### src/rtl/instr_encoder_if.sv
// Stream interface for the MIPS instruction encoder.
//   Input side : field-level beats (in_valid/in_ready + instruction fields).
//   Output side: encoded words tagged with byte address (out_valid/out_ready).
// Handshake: a beat or word moves on a rising edge where valid and ready are
// both high. Valid must not depend on ready. Payload is only meaningful while
// valid is high.
// Modports:
//   slave  - the encoder: consumes field beats, produces words.
//   master - the environment: produces field beats, consumes words.
interface instr_encoder_if #(
    parameter int ADDR_W = 10
);
    logic              in_valid;
    logic              in_ready;
    logic [2:0]        in_kind;
    logic [4:0]        in_rs;
    logic [4:0]        in_rt;
    logic [4:0]        in_rd;
    logic [4:0]        in_shamt;
    logic [5:0]        in_funct;
    logic [15:0]       in_imm;
    logic              out_valid;
    logic              out_ready;
    logic [31:0]       out_instr;
    logic [ADDR_W-1:0] out_addr;

    modport slave (
        input  in_valid, in_kind, in_rs, in_rt, in_rd, in_shamt, in_funct, in_imm,
        output in_ready,
        output out_valid, out_instr, out_addr,
        input  out_ready
    );

    modport master (
        output in_valid, in_kind, in_rs, in_rt, in_rd, in_shamt, in_funct, in_imm,
        input  in_ready,
        input  out_valid, out_instr, out_addr,
        output out_ready
    );
endinterface

### src/rtl/instr_encoder.sv
// instr_encoder: packs instruction kind + fields into 32-bit MIPS words
// (R-type, lw, sw, beq) and buffers them in a small FIFO, tagging each
// emitted word with its sequential byte address.
// Ports:
//   clk, rst   - single clock, synchronous active-high reset
//   bus        - instr_encoder_if.slave (field beats in, addressed words out)
//   level      - FIFO occupancy, 0..DEPTH
//   err_unsup  - one-cycle pulse after an unsupported kind is consumed
//   err_count  - saturating count of unsupported beats
// No combinational path from inputs to outputs: in_ready, out_valid,
// out_instr and out_addr all come from registered state (and rst).
module instr_encoder #(
    parameter int DEPTH     = 4,
    parameter int ADDR_W    = 10,
    parameter int BASE_ADDR = 0
) (
    input  logic                   clk,
    input  logic                   rst,
    instr_encoder_if.slave         bus,
    output logic [$clog2(DEPTH):0] level,
    output logic                   err_unsup,
    output logic [7:0]             err_count
);
    localparam int PTR_W = $clog2(DEPTH);
    localparam int LVL_W = PTR_W + 1;

    logic [31:0]       mem [DEPTH];
    logic [PTR_W-1:0]  wr_ptr;
    logic [PTR_W-1:0]  rd_ptr;
    logic [31:0]       head_q;
    logic [ADDR_W-1:0] addr_q;
    logic [31:0]       word;
    logic              supported;
    logic              accept;
    logic              push;
    logic              pop;

    assign bus.in_ready  = (level != LVL_W'(DEPTH)) & ~rst;
    assign bus.out_valid = (level != '0);
    assign bus.out_instr = head_q;
    assign bus.out_addr  = addr_q;

    assign supported = ~bus.in_kind[2];
    assign accept    = bus.in_valid & bus.in_ready;
    assign push      = accept & supported;
    assign pop       = bus.out_valid & bus.out_ready;

    always_comb begin
        word = '0;
        case (bus.in_kind)
            3'd0:    word = {6'd0,  bus.in_rs, bus.in_rt, bus.in_rd, bus.in_shamt, bus.in_funct};
            3'd1:    word = {6'd35, bus.in_rs, bus.in_rt, bus.in_imm};
            3'd2:    word = {6'd43, bus.in_rs, bus.in_rt, bus.in_imm};
            3'd3:    word = {6'd4,  bus.in_rs, bus.in_rt, bus.in_imm};
            default: word = '0;
        endcase
    end

    // Storage needs no reset: entries are only read once written.
    always_ff @(posedge clk) begin
        if (push) begin
            mem[wr_ptr] <= word;
        end
    end

    always_ff @(posedge clk) begin
        if (rst) begin
            wr_ptr    <= '0;
            rd_ptr    <= '0;
            level     <= '0;
            head_q    <= '0;
            addr_q    <= ADDR_W'(BASE_ADDR);
            err_unsup <= 1'b0;
            err_count <= '0;
        end else begin
            if (push) begin
                wr_ptr <= wr_ptr + PTR_W'(1);
            end
            if (pop) begin
                rd_ptr <= rd_ptr + PTR_W'(1);
                addr_q <= addr_q + ADDR_W'(4);
            end
            case ({push, pop})
                2'b10:   level <= level + LVL_W'(1);
                2'b01:   level <= level - LVL_W'(1);
                default: level <= level;
            endcase
            // The head register is the visible output word. It is loaded with
            // the incoming word when that word becomes the head (FIFO empty, or
            // the only stored word leaving this cycle), with the next stored
            // word on a pop that leaves others behind, and otherwise holds --
            // so it keeps its last value when the FIFO drains.
            if (push && (level == '0 || (pop && level == LVL_W'(1)))) begin
                head_q <= word;
            end else if (pop && level > LVL_W'(1)) begin
                head_q <= mem[rd_ptr + PTR_W'(1)];
            end
            err_unsup <= accept & ~supported;
            if (accept && !supported && err_count != 8'hFF) begin
                err_count <= err_count + 8'd1;
            end
        end
    end
endmodule

### src/flat_wrapper.sv
// flat-port wrapper written by rule: the top's interface ports become plain ports
module instr_encoder_flat 
#(
    parameter int DEPTH     = 4,
    parameter int ADDR_W    = 10,
    parameter int BASE_ADDR = 0
)
  (clk, rst, level, err_unsup, err_count, bus_in_valid, bus_in_kind, bus_in_rs, bus_in_rt, bus_in_rd, bus_in_shamt, bus_in_funct, bus_in_imm, bus_in_ready, bus_out_valid, bus_out_instr, bus_out_addr, bus_out_ready);
  instr_encoder_if #(.ADDR_W(ADDR_W)) bus_i ();
  input  logic clk;
  input  logic rst;
  output logic [$clog2(DEPTH):0] level;
  output logic err_unsup;
  output logic [7:0] err_count;
  input wire logic [$bits(bus_i.in_valid)-1:0] bus_in_valid;
  input wire logic [$bits(bus_i.in_kind)-1:0] bus_in_kind;
  input wire logic [$bits(bus_i.in_rs)-1:0] bus_in_rs;
  input wire logic [$bits(bus_i.in_rt)-1:0] bus_in_rt;
  input wire logic [$bits(bus_i.in_rd)-1:0] bus_in_rd;
  input wire logic [$bits(bus_i.in_shamt)-1:0] bus_in_shamt;
  input wire logic [$bits(bus_i.in_funct)-1:0] bus_in_funct;
  input wire logic [$bits(bus_i.in_imm)-1:0] bus_in_imm;
  output wire logic [$bits(bus_i.in_ready)-1:0] bus_in_ready;
  output wire logic [$bits(bus_i.out_valid)-1:0] bus_out_valid;
  output wire logic [$bits(bus_i.out_instr)-1:0] bus_out_instr;
  output wire logic [$bits(bus_i.out_addr)-1:0] bus_out_addr;
  input wire logic [$bits(bus_i.out_ready)-1:0] bus_out_ready;
  assign bus_i.in_valid = bus_in_valid;
  assign bus_i.in_kind = bus_in_kind;
  assign bus_i.in_rs = bus_in_rs;
  assign bus_i.in_rt = bus_in_rt;
  assign bus_i.in_rd = bus_in_rd;
  assign bus_i.in_shamt = bus_in_shamt;
  assign bus_i.in_funct = bus_in_funct;
  assign bus_i.in_imm = bus_in_imm;
  assign bus_in_ready = bus_i.in_ready;
  assign bus_out_valid = bus_i.out_valid;
  assign bus_out_instr = bus_i.out_instr;
  assign bus_out_addr = bus_i.out_addr;
  assign bus_i.out_ready = bus_out_ready;
  instr_encoder #(.DEPTH(DEPTH), .ADDR_W(ADDR_W), .BASE_ADDR(BASE_ADDR)) u_core (.clk(clk), .rst(rst), .bus(bus_i), .level(level), .err_unsup(err_unsup), .err_count(err_count));
endmodule
### config.mk
export PLATFORM = sky130hd
export DESIGN_NAME = instr_encoder_flat
export DESIGN_NICKNAME = d
export VERILOG_FILES = /design/src/rtl/instr_encoder_if.sv /design/src/rtl/instr_encoder.sv /design/src/flat_wrapper.sv
export SDC_FILE = /design/constraint.sdc
export NUM_CORES = 1
export LEC_CHECK = 0
export CAP_MARGIN = 20
export CELL_PAD_IN_SITES_DETAIL_PLACEMENT = 0
export CELL_PAD_IN_SITES_GLOBAL_PLACEMENT = 1
export CORE_MARGIN = 3
export CORE_UTILIZATION = 47
export CTS_CLUSTER_DIAMETER = 200
export DETAILED_ROUTE_END_ITERATION = 10
export DONT_BUFFER_PORTS = 1
export PLACE_DENSITY = 0.83
export SLEW_MARGIN = 20
export SYNTH_ARGS = -nofsm -noshare
export SYNTH_HDL_FRONTEND = slang
export SYNTH_SLANG_ARGS = --single-unit
### constraint.sdc
create_clock -name clk -period 2.29 [get_ports clk]
set_input_delay 0.3435 -clock clk [delete_from_list [all_inputs] [get_ports clk]]
set_output_delay 0.3435 -clock clk [all_outputs]
set_load 0.005 [all_outputs]
==> flow_summary.json <==
{
  "nNetsFinal": 575,
  "place_congestion": 0.836,
  "tightest_slew_ns": 0.803,
  "finClkSkew_ns": 0.00798,
  "critical_path_buf_inv_count": 2,
  "die_h_um": 129,
  "r2r_end": "u_core.level[2]$_SDFFE_PP0P_",
  "slowest_stage": "dfxtp_2",
  "hold_violations": 0,
  "min-delay-start": "bus_in_kind[0]",
  "first_iter_violations": 358,
  "cts_tree": "done",
  "avgRoutedWirePerCell_um": 21.3,
  "vias": 4297,
  "crit_chain": "inv_1 -> ha_1 -> nand2_1 -> nand2_1 -> nor2_1 -> inv_1 -> ha_1 -> or3_1 -> a21oi_1",
  "period_share": 0.912,
  "power_density_nw_per_um2": 1020,
  "hpwl_mm": 9.61,
  "cts_buffers": 17,
  "path_delay_family": "simple AND/OR/NAND/NOR gates",
  "drtPass1Iterations": 4,
  "clk_root_buffer_cell": "clkbuf_16",
  "critPathMaxFanout": 5,
  "port_buffers": 0,
  "ioPinCount": 105,
  "end_kind": "flop",
  "setup-tns-final_ns": 0,
  "grt_pass1_wl_mm": 24.4,
  "worstRegToRegCells": 9,
  "hold_depth": 2,
  "vias_per_cell": 6.04,
  "diodes": 0,
  "cap_violations": 0,
  "crit_required_ns": 2.65,
  "synth-seq-cells": 169,
  "pre_cts_ws_ns": 0.107,
  "finalWorstPathRequiredPeriod_ns": 2.09,
  "h-tree-depth": 4,
  "synth_cell_types": 51,
  "ant_nets": 0,
  "synthToLayoutAreaGrowth_pct": 11.9,
  "synth_area_leaders": "edfxtp_1, dfxtp_1, mux4_2",
  "peakVddDrop_mv": 0.589,
  "r2r_start": "u_core.level[1]$_SDFFE_PP0P_",
  "r2r_setup_slack_ns": 0.20,
  "syn_area_um2": 7160,
  "fp.dieW_um": 129,
  "p_sw_frac": 0.266,
  "synth.most_common_cell": "edfxtp_1",
  "path_class": "flop to flop",
  "initial_core_util": 0.487,
  "fill_cells": 1154,
  "drive_above_1_share": 0.184,
  "arrival_ns": 2.45,
  "clock_sinks": 169,
  "fmax_mhz": 479,
  "setup_viol": 0,
  "grt-ovfl-total": 0,
  "pwr-share-comb": 0.178,
  "seq_area_frac_synth": 0.634,
  "multi_input_area_um2": 2350,
  "register_area_um2": 4550,
  "hp-class": "input port to flop",
  "cp-start-kind": "flop",
  "slew_headroom": 0.464,
  "yosys.area.top_type_share": 0.486,
  "core_area_um2": 14700,
  "status": "finished clean",
  "insertion_delay_ns": 0.43,
  "intPower_mw": 5.99,
  "wl_mm": 15.2,
  "maxSlewViolCount": 0,
  "min_to": "u_core.bus.out_instr[28]$_SDFFE_PP0P_",
  "power_frac_seq": 0.452,
  "drc": 0,
  "rsz0062_at_grt": "no",
  "ys_warn_count": 0,
  "syn_area_per_cell_um2": 13.9,
  "synth_ff_type": "edfxtp_1",
  "die_area_um2": 16800,
  "power_switching_mw": 2.17,
  "grt_pass1_vias": 4440,
  "synth_edf_count": 116,
  "rows": 44,
  "clock_path_buffers": 2,
  "cts_setup_buffers": 0,
  "synth_largest_area_cell": "edfxtp_1",
  "antenna_found_initial": 0,
  "synth_cells": 514,
  "synth-async-reset-ratio": 0,
  "crit_path_max_incr_delay_ns": 0.38,
  "clk_pin_slew_ns": 0.07,
  "grt_max_degree": 51,
  "grt_use_total": 0.191,
  "synth_common_cells": "edfxtp_1, dfxtp_1, nor3_1",
  "finalWorstSetupSlack_ns": 0.202,
  "p_clk_frac": 0.370,
  "leakage_nw": 2.61
}
[kinds of logic after synthesis]
| family | synth area share |
|---|---|
| other cells | 0.000524 |
| flops | 0.634 |
| buf+inv | 0.0395 |
| fa+ha+maj | 0.0192 |
| compound gates | 0.0809 |
| xor+xnor | 0.0122 |
| mux | 0.0969 |
| simple gates | 0.116 |
[power groups by stage]
stage / Combinational [mW] / Clock (mW) / Sequential [mW]
after floorplan: 1.16 / 0 / 3.69
after global placement: 1.39 / 0 / 3.75
after global routing: 1.61 / 3.18 / 3.72
after CTS: 1.46 / 3.06 / 3.69
final: 1.45 / 3.02 / 3.68
after detailed placement: 1.43 / 0 / 3.75
[metrics by stage]
step / utilization / area, um2 / cells / hold slack (ns) / power [mW]
floorplan: - / 7170 / 516 / 0.464 / 4.84
global placement: 0.501 / 7370 / 679 / 0.417 / 5.14
detailed placement: 0.501 / 7370 / 679 / 0.419 / 5.18
CTS: 0.545 / 8010 / 712 / 0.106 / 8.21
global route: 0.546 / 8020 / 712 / 0.123 / 8.51
finish: 0.546 / 8020 / 712 / 0.121 / 8.16
[how the worst max path moves through the flow]
stage                                                  end                          from  cells past startpoint  slack (ns)
after floorplan                 u_core.mem[0][0]$_DFFE_PP_  u_core.level[0]$_SDFFE_PP0P_                      6        0.11
after global placement        u_core.level[2]$_SDFFE_PP0P_  u_core.level[1]$_SDFFE_PP0P_                      9        0.28
after detailed placement  u_core.err_count[7]$_SDFFE_PP0P_  u_core.level[1]$_SDFFE_PP0P_                      7        0.11
after CTS                 u_core.err_count[7]$_SDFFE_PP0P_  u_core.level[1]$_SDFFE_PP0P_                      7        0.07
after global routing          u_core.level[2]$_SDFFE_PP0P_  u_core.level[1]$_SDFFE_PP0P_                      9        0.03
final                         u_core.level[2]$_SDFFE_PP0P_  u_core.level[1]$_SDFFE_PP0P_                      9        0.20
[final cells by class]
| type | instances | share of cell area |
|---|---|---|
| repair buffers | 23 | 0.0293 |
| well taps | 184 | 0.0287 |
| clock buffers | 18 | 0.0535 |
| clock inverters | 14 | 0.0243 |
| multi-input cells | 295 | 0.293 |
| inverters | 9 | 0.00421 |
| flip-flops and latches | 169 | 0.567 |
[repair_timing]
item / CTS / global route
endpoints found under the setup margin: 0 / 3
hold buffers: 1 / 0
hold endpoints to repair: 32 / 0
gates resized for setup: 0 / 2
[layout by cell type, fill, tap and decap left out, drive strengths merged, types with 5 or more instances in the layout]
cell type	netlist	layout
dfxtp	53	53
a211oi	15	15
nor2	31	31
nor2b	13	13
and2	6	6
xnor2	5	5
xor2	5	5
nand3	13	13
o21ai	23	23
ha	11	11
clkbuf	12	18
or4	5	5
nor3	35	35
nand2	8	8
a21oi	30	30
nor3b	17	17
or3	5	5
edfxtp	116	116
inv	9	13
buf	31	23
o22ai	9	9
mux4	29	29
[worst register-to-register path: cells and delay by family, from the launching register on]
kind,cells,cell delay [ns]
adder cells (fa/ha/maj),2,0.60
AO/OA/AOI/OAI,1,0.15
flip-flops,1,0.38
AND/OR/NAND/NOR,4,0.68
buffers and inverters,2,0.22
[per-layer routing]
| metal | vias up | track usage | part of all wire |
|---|---|---|---|
| met1 | 2167 | 0.246 | 0.42 |
| met5 | - | 0 | 0 |
| li1 | 1965 | - | - |
| met3 | 22 | 0.0453 | 0.059 |
| met2 | 143 | 0.320 | 0.51 |
| met4 | 0 | 0.0672 | 0.017 |
[sequential cells by signal, summed over array words and instances, names as in the netlist]
register,count
u_core.rd_ptr,2
u_core.level,3
u_core.bus.out_instr,29
u_core.mem,116
u_core.wr_ptr,2
u_core.err_count,8
u_core.bus.out_addr,8
u_core.err_unsup,1
Power figures use the tool's default switching activity.
